**config.mk**
```make
export PLATFORM = sky130hd
export DESIGN_NAME = ss_display_scheduler
export DESIGN_NICKNAME = d
export VERILOG_FILES = /design/src/rtl/ss_display_scheduler_pkg.sv /design/src/rtl/ss_hold_timer.sv /design/src/rtl/ss_display_scheduler.sv
export SDC_FILE = /design/constraint.sdc
export NUM_CORES = 1
export LEC_CHECK = 0
export ABC_AREA = 1
export BUFFER_PORTS_ARGS = -buffer_cell sky130_fd_sc_hd__buf_2
export CAP_MARGIN = 10
export CORE_MARGIN = 4
export CORE_UTILIZATION = 55
export CTS_CLUSTER_SIZE = 24
export DETAILED_ROUTE_END_ITERATION = 8
export PLACE_DENSITY = 0.81
export SETUP_SLACK_MARGIN = 0.1
export SYNTH_ARGS = -nofsm -noshare
export SYNTH_HDL_FRONTEND = slang
export SYNTH_SLANG_ARGS = --single-unit
```
**constraint.sdc**
```tcl
create_clock -name clock -period 2.7 [get_ports clock]
set_input_delay 0.135 -clock clock [delete_from_list [all_inputs] [get_ports clock]]
set_output_delay 0.135 -clock clock [all_outputs]
set_load 0.005 [all_outputs]
```
**src/rtl/ss_display_scheduler_pkg.sv**
```systemverilog
// Shared types and helpers for the seven-segment display scheduler.
// Holds the FSM state encoding, the display word type and the digit-slice helper.
package ss_display_scheduler_pkg;

    // Display source: local board state or a held remote word
    typedef enum logic {
        S_LOCAL  = 1'b0,
        S_REMOTE = 1'b1
    } state_e;

    localparam int unsigned DIGIT_W    = 4;
    localparam int unsigned NUM_DIGITS = 4;
    localparam int unsigned WORD_W     = DIGIT_W * NUM_DIGITS;

    // [3:0] = digit0 ... [15:12] = digit3
    typedef logic [WORD_W-1:0] disp_word_t;

    // Extract one display digit from a packed display word
    function automatic logic [DIGIT_W-1:0] digit_of(input disp_word_t w, input int unsigned idx);
        return w[idx*DIGIT_W +: DIGIT_W];
    endfunction

    // Counter width able to hold n-1, never narrower than one bit
    function automatic int unsigned cnt_width(input int unsigned n);
        return (n <= 2) ? 1 : $clog2(n);
    endfunction

endpackage

```
**src/rtl/ss_hold_timer.sv**
```systemverilog
// Loadable down-counter used for the remote hold window and the blink half-period.
// expire is high while the counter is running and has reached zero; the counter
// stops by itself after expiry unless it is reloaded in that same cycle.
module ss_hold_timer #(
    parameter int unsigned WIDTH = 8
) (
    input  logic             clock,
    input  logic             reset,
    input  logic             load,
    input  logic             clear,
    input  logic [WIDTH-1:0] load_value,
    output logic             expire
);

    logic [WIDTH-1:0] r_count;
    logic             r_running;

    // Count down from the loaded value; clear wins over load
    always_ff @(posedge clock or posedge reset) begin
        // NOTE: sequential state uses non-blocking assignments so every register samples pre-edge values.
        if (reset) begin
            r_count   <= '0;
            r_running <= 1'b0;
        end else if (clear) begin
            r_count   <= '0;
            r_running <= 1'b0;
        end else if (load) begin
            r_count   <= load_value;
            r_running <= 1'b1;
        end else if (r_running) begin
            if (r_count == '0) begin
                r_running <= 1'b0;
            end else begin
                r_count <= r_count - 1'b1;
            end
        end
    end

    assign expire = r_running && (r_count == '0);

endmodule

```
**src/rtl/ss_display_scheduler.sv**
```systemverilog
// Chooses the 16-bit value shown on the 4-digit seven-segment display.
// A remote word preempts the local shadow value for HOLD_CYCLES clocks; one further
// remote word may wait in a single pending slot. remote_clr aborts the remote display.
// Optional feature macro: DISP_BLINK_EN (blink disp_on while a remote word is held).
module ss_display_scheduler
    import ss_display_scheduler_pkg::*;
#(
    parameter int unsigned HOLD_CYCLES  = 50_000_000,
    parameter int unsigned BLINK_CYCLES = 12_500_000
) (
    input  logic        clock,
    input  logic        reset,
    input  logic        local_load,
    input  logic [15:0] local_value,
    input  logic        remote_valid,
    output logic        remote_ready,
    input  logic [15:0] remote_value,
    input  logic        remote_clr,
    output logic [3:0]  number0,
    output logic [3:0]  number1,
    output logic [3:0]  number2,
    output logic [3:0]  number3,
    output logic        src_remote,
    output logic        overflow,
    output logic        disp_on
);

    localparam int unsigned    HOLD_W    = cnt_width(HOLD_CYCLES);
    localparam logic [HOLD_W-1:0] HOLD_LOAD = HOLD_W'(HOLD_CYCLES - 1);

    if (HOLD_CYCLES < 2 || BLINK_CYCLES < 1) begin : g_param_check
        $error("ss_display_scheduler: HOLD_CYCLES must be >= 2 and BLINK_CYCLES >= 1");
    end

    state_e     r_state;
    disp_word_t r_shadow;
    disp_word_t r_pending;
    logic       r_pending_full;
    disp_word_t r_number;
    logic       r_src_remote;
    logic       r_overflow;

    state_e     w_state_next;
    disp_word_t w_shadow_next;
    disp_word_t w_pending_next;
    logic       w_pending_full_next;
    disp_word_t w_number_next;
    logic       w_src_remote_next;
    logic       w_overflow_next;
    logic       w_ready;
    logic       w_accept;
    logic       w_hold_load;
    logic       w_hold_clear;
    logic       w_hold_expire;

    // A word is taken only when the slot can absorb it and no abort is in progress
    assign w_ready  = !r_pending_full && !remote_clr;
    assign w_accept = remote_valid && w_ready;

    ss_hold_timer #(
        .WIDTH (HOLD_W)
    ) u_hold_timer (
        .clock      (clock),
        .reset      (reset),
        .load       (w_hold_load),
        .clear      (w_hold_clear),
        .load_value (HOLD_LOAD),
        .expire     (w_hold_expire)
    );

    // Next-state and datapath decisions; remote_clr overrides everything else
    always_comb begin
        // NOTE: every signal gets a default first so no path leaves one unassigned (no latches).
        w_state_next        = r_state;
        w_pending_next      = r_pending;
        w_pending_full_next = r_pending_full;
        w_number_next       = r_number;
        w_src_remote_next   = r_src_remote;
        w_hold_load         = 1'b0;
        w_hold_clear        = 1'b0;
        // Forward a same-cycle local_load so a return to local never shows a stale shadow
        w_shadow_next       = local_load ? local_value : r_shadow;
        w_overflow_next     = r_overflow || (remote_valid && !w_ready && !remote_clr);

        if (remote_clr) begin
            w_pending_full_next = 1'b0;
            w_number_next       = w_shadow_next;
            w_src_remote_next   = 1'b0;
            w_state_next        = S_LOCAL;
            w_hold_clear        = 1'b1;
        end else begin
            case (r_state)
                S_LOCAL: begin
                    if (w_accept) begin
                        w_number_next     = remote_value;
                        w_src_remote_next = 1'b1;
                        w_hold_load       = 1'b1;
                        w_state_next      = S_REMOTE;
                    end else if (local_load) begin
                        w_number_next = local_value;
                    end
                end
                S_REMOTE: begin
                    if (w_hold_expire) begin
                        if (r_pending_full) begin
                            w_number_next       = r_pending;
                            w_pending_full_next = 1'b0;
                            w_hold_load         = 1'b1;
                        end else if (w_accept) begin
                            w_number_next = remote_value;
                            w_hold_load   = 1'b1;
                        end else begin
                            w_number_next     = w_shadow_next;
                            w_src_remote_next = 1'b0;
                            w_state_next      = S_LOCAL;
                        end
                    end else if (w_accept) begin
                        w_pending_next      = remote_value;
                        w_pending_full_next = 1'b1;
                    end
                end
                default: begin
                    w_state_next = S_LOCAL;
                end
            endcase
        end
    end

    // State and datapath registers
    always_ff @(posedge clock or posedge reset) begin
        if (reset) begin
            r_state        <= S_LOCAL;
            r_shadow       <= '0;
            r_pending      <= '0;
            r_pending_full <= 1'b0;
            r_number       <= '0;
            r_src_remote   <= 1'b0;
            r_overflow     <= 1'b0;
        end else begin
            r_state        <= w_state_next;
            r_shadow       <= w_shadow_next;
            r_pending      <= w_pending_next;
            r_pending_full <= w_pending_full_next;
            r_number       <= w_number_next;
            r_src_remote   <= w_src_remote_next;
            r_overflow     <= w_overflow_next;
        end
    end

`ifdef DISP_BLINK_EN
    localparam int unsigned        BLINK_W    = cnt_width(BLINK_CYCLES);
    localparam logic [BLINK_W-1:0] BLINK_LOAD = BLINK_W'(BLINK_CYCLES - 1);

    logic r_disp_on;
    logic w_disp_on_next;
    logic w_blink_load;
    logic w_blink_clear;
    logic w_blink_expire;

    ss_hold_timer #(
        .WIDTH (BLINK_W)
    ) u_blink_timer (
        .clock      (clock),
        .reset      (reset),
        .load       (w_blink_load),
        .clear      (w_blink_clear),
        .load_value (BLINK_LOAD),
        .expire     (w_blink_expire)
    );

    // Blink phase restarts lit on every hold (re)load; solid on while local
    always_comb begin
        w_disp_on_next = r_disp_on;
        w_blink_load   = 1'b0;
        w_blink_clear  = 1'b0;
        if (w_state_next == S_LOCAL) begin
            w_disp_on_next = 1'b1;
            w_blink_clear  = 1'b1;
        end else if (w_hold_load) begin
            w_disp_on_next = 1'b1;
            w_blink_load   = 1'b1;
        end else if (w_blink_expire) begin
            w_disp_on_next = !r_disp_on;
            w_blink_load   = 1'b1;
        end
    end

    // Display-enable register
    always_ff @(posedge clock or posedge reset) begin
        if (reset) begin
            r_disp_on <= 1'b1;
        end else begin
            r_disp_on <= w_disp_on_next;
        end
    end

    assign disp_on = r_disp_on;
`else
    assign disp_on = 1'b1;
`endif

    assign remote_ready = w_ready;
    assign src_remote   = r_src_remote;
    assign overflow     = r_overflow;
    assign number0      = digit_of(r_number, 0);
    assign number1      = digit_of(r_number, 1);
    assign number2      = digit_of(r_number, 2);
    assign number3      = digit_of(r_number, 3);

endmodule

```
[Word-level counts from Yosys, hierarchy flattened]
Cells that the tools add are included.
Operators by class
  reduce and logical (&&, ||, !) cells: 18
  add/subtract/negate cells: 1
  bitwise logic cells: 3
  mux-type cells: 34
  equality and inequality tests: 6
Operators by type and width (number)
  2-to-1 mux 16 bit: 7
  2-to-1 mux 26 bit: 4
  case mux 16 bit (2 select lines): 1
  zero test 26 bit: 1
  subtractor 26 x 1 -> 26 bit, second input constant: 1
  2-to-1 mux 1 bit: 19
  inequality test 3 bit, second input constant: 3
  AND reduction 4 bit: 2
  case mux 1 bit (2 select lines): 3
  AND reduction 2 bit: 3
  nonzero test 3 bit: 2
  logical AND 1 bit: 5
  inequality test 4 bit, second input constant: 1
  zero test 1 bit: 3
  inequality test 3 x 1 -> 1 bit, second input constant: 1
  inequality test 3 x 2 -> 1 bit, second input constant: 1
  NOT 1 bit: 3
  nonzero test 2 bit: 1
  logical OR 1 bit: 1
Storage, ports and cells
  input bits: 37
  word-level logic and storage cells: 71
  output and inout port bits: 20
  flip-flop bits (word level): 79

[Longest topological paths before layout]
  depth after elaboration: 10
  gate-level depth with buffers: 13
  depth with buffers taken out: 12

[Cells and area by module]
Synthesis repeated with hierarchy kept, for this count alone.
Second synthesis, totals
  cells, all modules: 769
  area, all modules: 5186.2 sq um
Modules (own cells, without submodules)
  ss_display_scheduler: seq. area each 1301.2 sq um, cells each 416, times used 1, area each 3046.7 sq um
  ss_hold_timer: seq. area each 675.6 sq um, cells each 353, times used 1, area each 2139.6 sq um

[Worst setup path after synthesis]
Ideal clock, no wire load.
  kind: register to register
  start: reg u_hold_timer.r_count[0]
  end: reg r_number[4]
  library setup time: 0.125 ns
  required time: 2.575 ns
  slack: 0.897 ns
  period minus slack after synthesis: 1.803 ns
  stages on the path, launching flop included: 13
  arrival time: 1.678 ns
  path buffers: 1
  cell sequence: dfrtp_1 -> inv_1 -> ha_1 -> nand2_2 -> nor2_4 -> nand2_2 -> nor2_4 -> nand2_1 -> nand2_2 -> o21ai_4 -> buf_4 -> nand2_1 -> o21ai_2
On the way
  word-level cells in the longest chain between the ends: 4
Ends and longest elaborated chain
  start, declared: RTL line ss_hold_timer.sv:15  | logic [WIDTH-1:0] r_count;
  start signal, assigned: RTL line ss_hold_timer.sv:28  | r_count <= load_value;
  start signal, assigned: RTL line ss_hold_timer.sv:34  | r_count <= r_count - 1'b1;
  zero test 26 bit: RTL line ss_hold_timer.sv:39  | assign expire = r_running && (r_count == '0);
  logical AND 1 bit: RTL line ss_hold_timer.sv:39
  inequality test 3 x 2 -> 1 bit (no line)
  AND reduction 2 bit (no line)
  end signal, assigned: RTL line ss_display_scheduler.sv:144  | r_number <= w_number_next;
  end, declared: RTL line ss_display_scheduler.sv:39  | disp_word_t r_number;
Every way passes these cells.
A chain may end at the register's enable or synchronous reset.

[Worst setup path in the final report]
  start: reg u_hold_timer.r_count[0]
  end: reg u_hold_timer.r_count[15]
On the way
  word-level cells in the longest chain between the ends: 7
  elaborated cells between the ends (all ways): 13
  classes of those cells: 1 x add/sub; 1 x eq/ne; 7 x mux; 4 x reduce/logical
Ends and longest elaborated chain
  parallel branches: the longest is 7 deep, another holds subtractor 26 x 1 -> 26 bit
Several ways; the timed one is not identified. The select of a mux whose other input is x is not followed.

==> impl_metrics.env <==
export IMPL_yosysTopAreaCellShare_pct=44.1
export IMPL_finalCritPeriodShare_pct=85.2
export IMPL_synth_compound_area_share_pct=9.51
export IMPL_critical_path_max_fanout=54
export IMPL_cts_inserted_buffers=9
export IMPL_drt_total_wl_um=10800
export IMPL_synth_area_um2=4480
export IMPL_die_h_um=98.3
export IMPL_die_area_um2=9660
export IMPL_h_tree_depth=3
export IMPL_grt_ovfl_total=0
export IMPL_yosys_warnings=0
export IMPL_io_buffers=55
export IMPL_crit_type="reg2reg"
export IMPL_grt_antenna_before_repair=0
export IMPL_vias_per_cell=5.48
export IMPL_slew_headroom_pct=45.7
export IMPL_drv_cap=0
export IMPL_path_cells="inv_1 -> ha_1 -> nand2_2 -> nor2_4 -> nand2_2 -> nor2_4 -> nand3_2 -> nand2_2 -> nand2_4 -> nand2_4 -> nand3_1 -> nand2_1"
export IMPL_hp_class="in2reg"
export IMPL_cts_repair_resized=0
export IMPL_yosysSeqAreaShare_pct=44.1
export IMPL_gp_congestion=0.925
export IMPL_synth_edf_count=0
export IMPL_cts_clk_slew_worst_paths_ns=0.09
export IMPL_track_usage_pct=23.5
export IMPL_drc=0
export IMPL_dp_hpwl_um=7460
export IMPL_drt_iter0_drc=275
export IMPL_io_pins=57
export IMPL_cp_endpoint="u_hold_timer.r_count[15]$_DFFE_PP0P_"
export IMPL_yosysTopAreaCell="dfrtp_1"
export IMPL_via_count=4125
export IMPL_grt_pass1_vias=4026
export IMPL_finalNonFillerCells=753
export IMPL_initial_utilization_pct=57.4
export IMPL_clock_latency_ns=0.37
export IMPL_crit_slowest_cell="dfrtp_1"
export IMPL_synth_cell_type_count=33
export IMPL_syn_area_per_cell_um2=7.50
export IMPL_crit_path_start="u_hold_timer.r_count[0]$_DFFE_PP0P_"
export IMPL_core_area_um2=7810
export IMPL_dp_cells=734
export IMPL_tightest_slew_ns=0.814
export IMPL_core_rowCount=32
export IMPL_fin_nets=684
export IMPL_netlist_top_cells_area="dfrtp_1 44%, nand2_1 16%, nand3_1 5.4%"
export IMPL_synth_nets=636
export IMPL_synthArstFlopShare_pct=100
export IMPL_rr_endpoint="u_hold_timer.r_count[15]$_DFFE_PP0P_"
export IMPL_rr_startpoint="u_hold_timer.r_count[0]$_DFFE_PP0P_"
export IMPL_grt_pass1_wl_um=18800
export IMPL_clock_skew_ns=0.0133
export IMPL_setup_viol=0
export IMPL_hold_violations=0
export IMPL_die_w_um=98.3
export IMPL_peakVddDrop_mv=0.428
export IMPL_p_leak_nw=2.71
export IMPL_synthAdderAreaFrac_pct=0.279
export IMPL_grt_max_degree=55
export IMPL_status="completed"
export IMPL_antennaDiodeCount=0
export IMPL_critPathRequiredTime_ns=2.99
export IMPL_wl_per_cell_um=14.3
export IMPL_hold_depth=3
export IMPL_synthCells=598
export IMPL_cp_start_kind="flip-flop"
export IMPL_seq_area_um2=1980
export IMPL_period_needed_ns=2.30
export IMPL_fin_setup_tns_ns=0
export IMPL_synth_mux_area_fraction_pct=0
export IMPL_ctsRootBufferMaster="clkbuf_8"
export IMPL_post_cts_setup_buffers=0
export IMPL_cp_end_kind="flip-flop"
export IMPL_multi_input_area_um2=2120
export IMPL_ant_nets=0
export IMPL_r2r_slack_ns=0.40
export IMPL_dr_pass1_iters=5
export IMPL_max_freq_mhz=435
export IMPL_synth_seq_cells=79
export IMPL_clockBufferDepth=2
export IMPL_yosysMostFrequentCell="nand2_1"
export IMPL_fillers=701
export IMPL_grt_setup_unrepaired="no"
export IMPL_synth_ff_type="dfrtp_1"
export IMPL_powerDensity_nw_per_um2=1070
export IMPL_yosys_area_share_simple_pct=33.6
export IMPL_finalMaxSlewViolations=0
export IMPL_cts_sinks=79
export IMPL_cts_tree="yes"
export IMPL_synth_xor_area_share_pct=3.91
export IMPL_max_stage_delay_ns=0.41
export IMPL_rr_worst_depth=12
export IMPL_syn2layout_area_growth_pct=11.7
export IMPL_cp_common_cell="nand2_2"
export IMPL_drive_gt1_share_pct=15.5
export IMPL_crit_arrival_ns=2.59
export IMPL_synth_top_family_by_area="simple AND/OR/NAND/NOR gates"
export IMPL_yosys_top_cells_count="196 x nand2_1, 79 x dfrtp_1, 54 x inv_1"
## state kept, by name, indices dropped and copies added, names as in the netlist
name and cells:
src_remote 1, r_state 1, r_number 16, u_hold_timer.r_running 1
r_shadow 16, u_hold_timer.r_count 26, r_pending_full 1, r_pending 16
overflow 1
## logic make-up (layout without fill, tap and decap cells)
group                      Yosys count  in the layout
and+or+nand+nor                    343            343
buffers and inverters               85            138
DFF                                 79             79
AOI/OAI and AO/OA                   69             69
xor gates and xnor gates            20             20
adders and majority gates            1              1
other                                1              1
## routing by layer
layer	vias to the layer above	routed length (um)	global-route usage, %
li1	2043	-	-
met1	1916	4940	34.1
met2	147	4920	35.0
met3	19	749	4.71
met4	0	180	8.61
met5	-	0	0
## cell usage in the layout, fill, tap and decap left out, types with 11 or more instances in the layout
cell     netlist  layout
nand2_1      196     196
nand3_1       48      48
o21ai_0       35      35
buf_2         12      55
nand4_1       35      35
inv_1         54      53
xor2_1        11      11
nor2_1        47      47
dfrtp_1       79      79
## cell type report
class	count	area share [%]
Clock buffer	10	2.75
Clock inverter	6	1.02
Inverter	55	4.14
Multi-Input combinational cell	434	42.4
Sequential cell	79	39.5
Tap cell	102	2.55
Timing Repair Buffer	67	7.69
## power breakdown
group | switching (mW) | internal [mW]
registers | 0.314 | 1.52
clock network | 0.483 | 0.372
logic | 1.66 | 0.993
total | 2.46 | 2.89
## what timing repair did
| item | in CTS | in global routing |
|---|---|---|
| hold buffers | 3 | 0 |
| hold endpoints to repair | 47 | 0 |
| setup endpoints to repair | 0 | 0 |
## worst min-delay path by stage
stage	slack [ns]	start	to
after floorplan	0.27	local_value[14]	r_shadow[14]$_DFF_PP0_
after global placement	0.29	reset	u_hold_timer.r_count[25]$_DFFE_PP0P_
after detailed placement	0.31	reset	u_hold_timer.r_count[17]$_DFFE_PP0P_
after CTS	0.004	local_value[10]	r_shadow[10]$_DFF_PP0_
after global routing	0.02	local_value[10]	r_shadow[10]$_DFF_PP0_
final	0.02	local_value[7]	r_shadow[7]$_DFF_PP0_
## critical path: cells and delay by family, from the launching register on
kind / cells / cell delay (ns)
AND/OR/NAND/NOR: 10 / 1.45
buffers and inverters: 1 / 0.08
flip-flops: 1 / 0.41
adder cells (fa/ha/maj): 1 / 0.28
## per-stage QoR
stage / worst slack [ns] / cell area, um2 / hold WS, ns / total power [mW] / utilization, %
floorplan: 0.542 / 4480 / 0.267 / 3.92 / -
CTS: 0.398 / 5010 / 0.00407 / 5.35 / 64.2
global placement: 0.561 / 4790 / 0.294 / 4.38 / 61.4
detailed placement: 0.416 / 4790 / 0.311 / 4.47 / 61.4
global route: 0.179 / 5010 / 0.0160 / 5.89 / 64.2
finish: 0.400 / 5010 / 0.0166 / 5.35 / 64.2
Note: power is estimated with default switching activity, not from simulation.
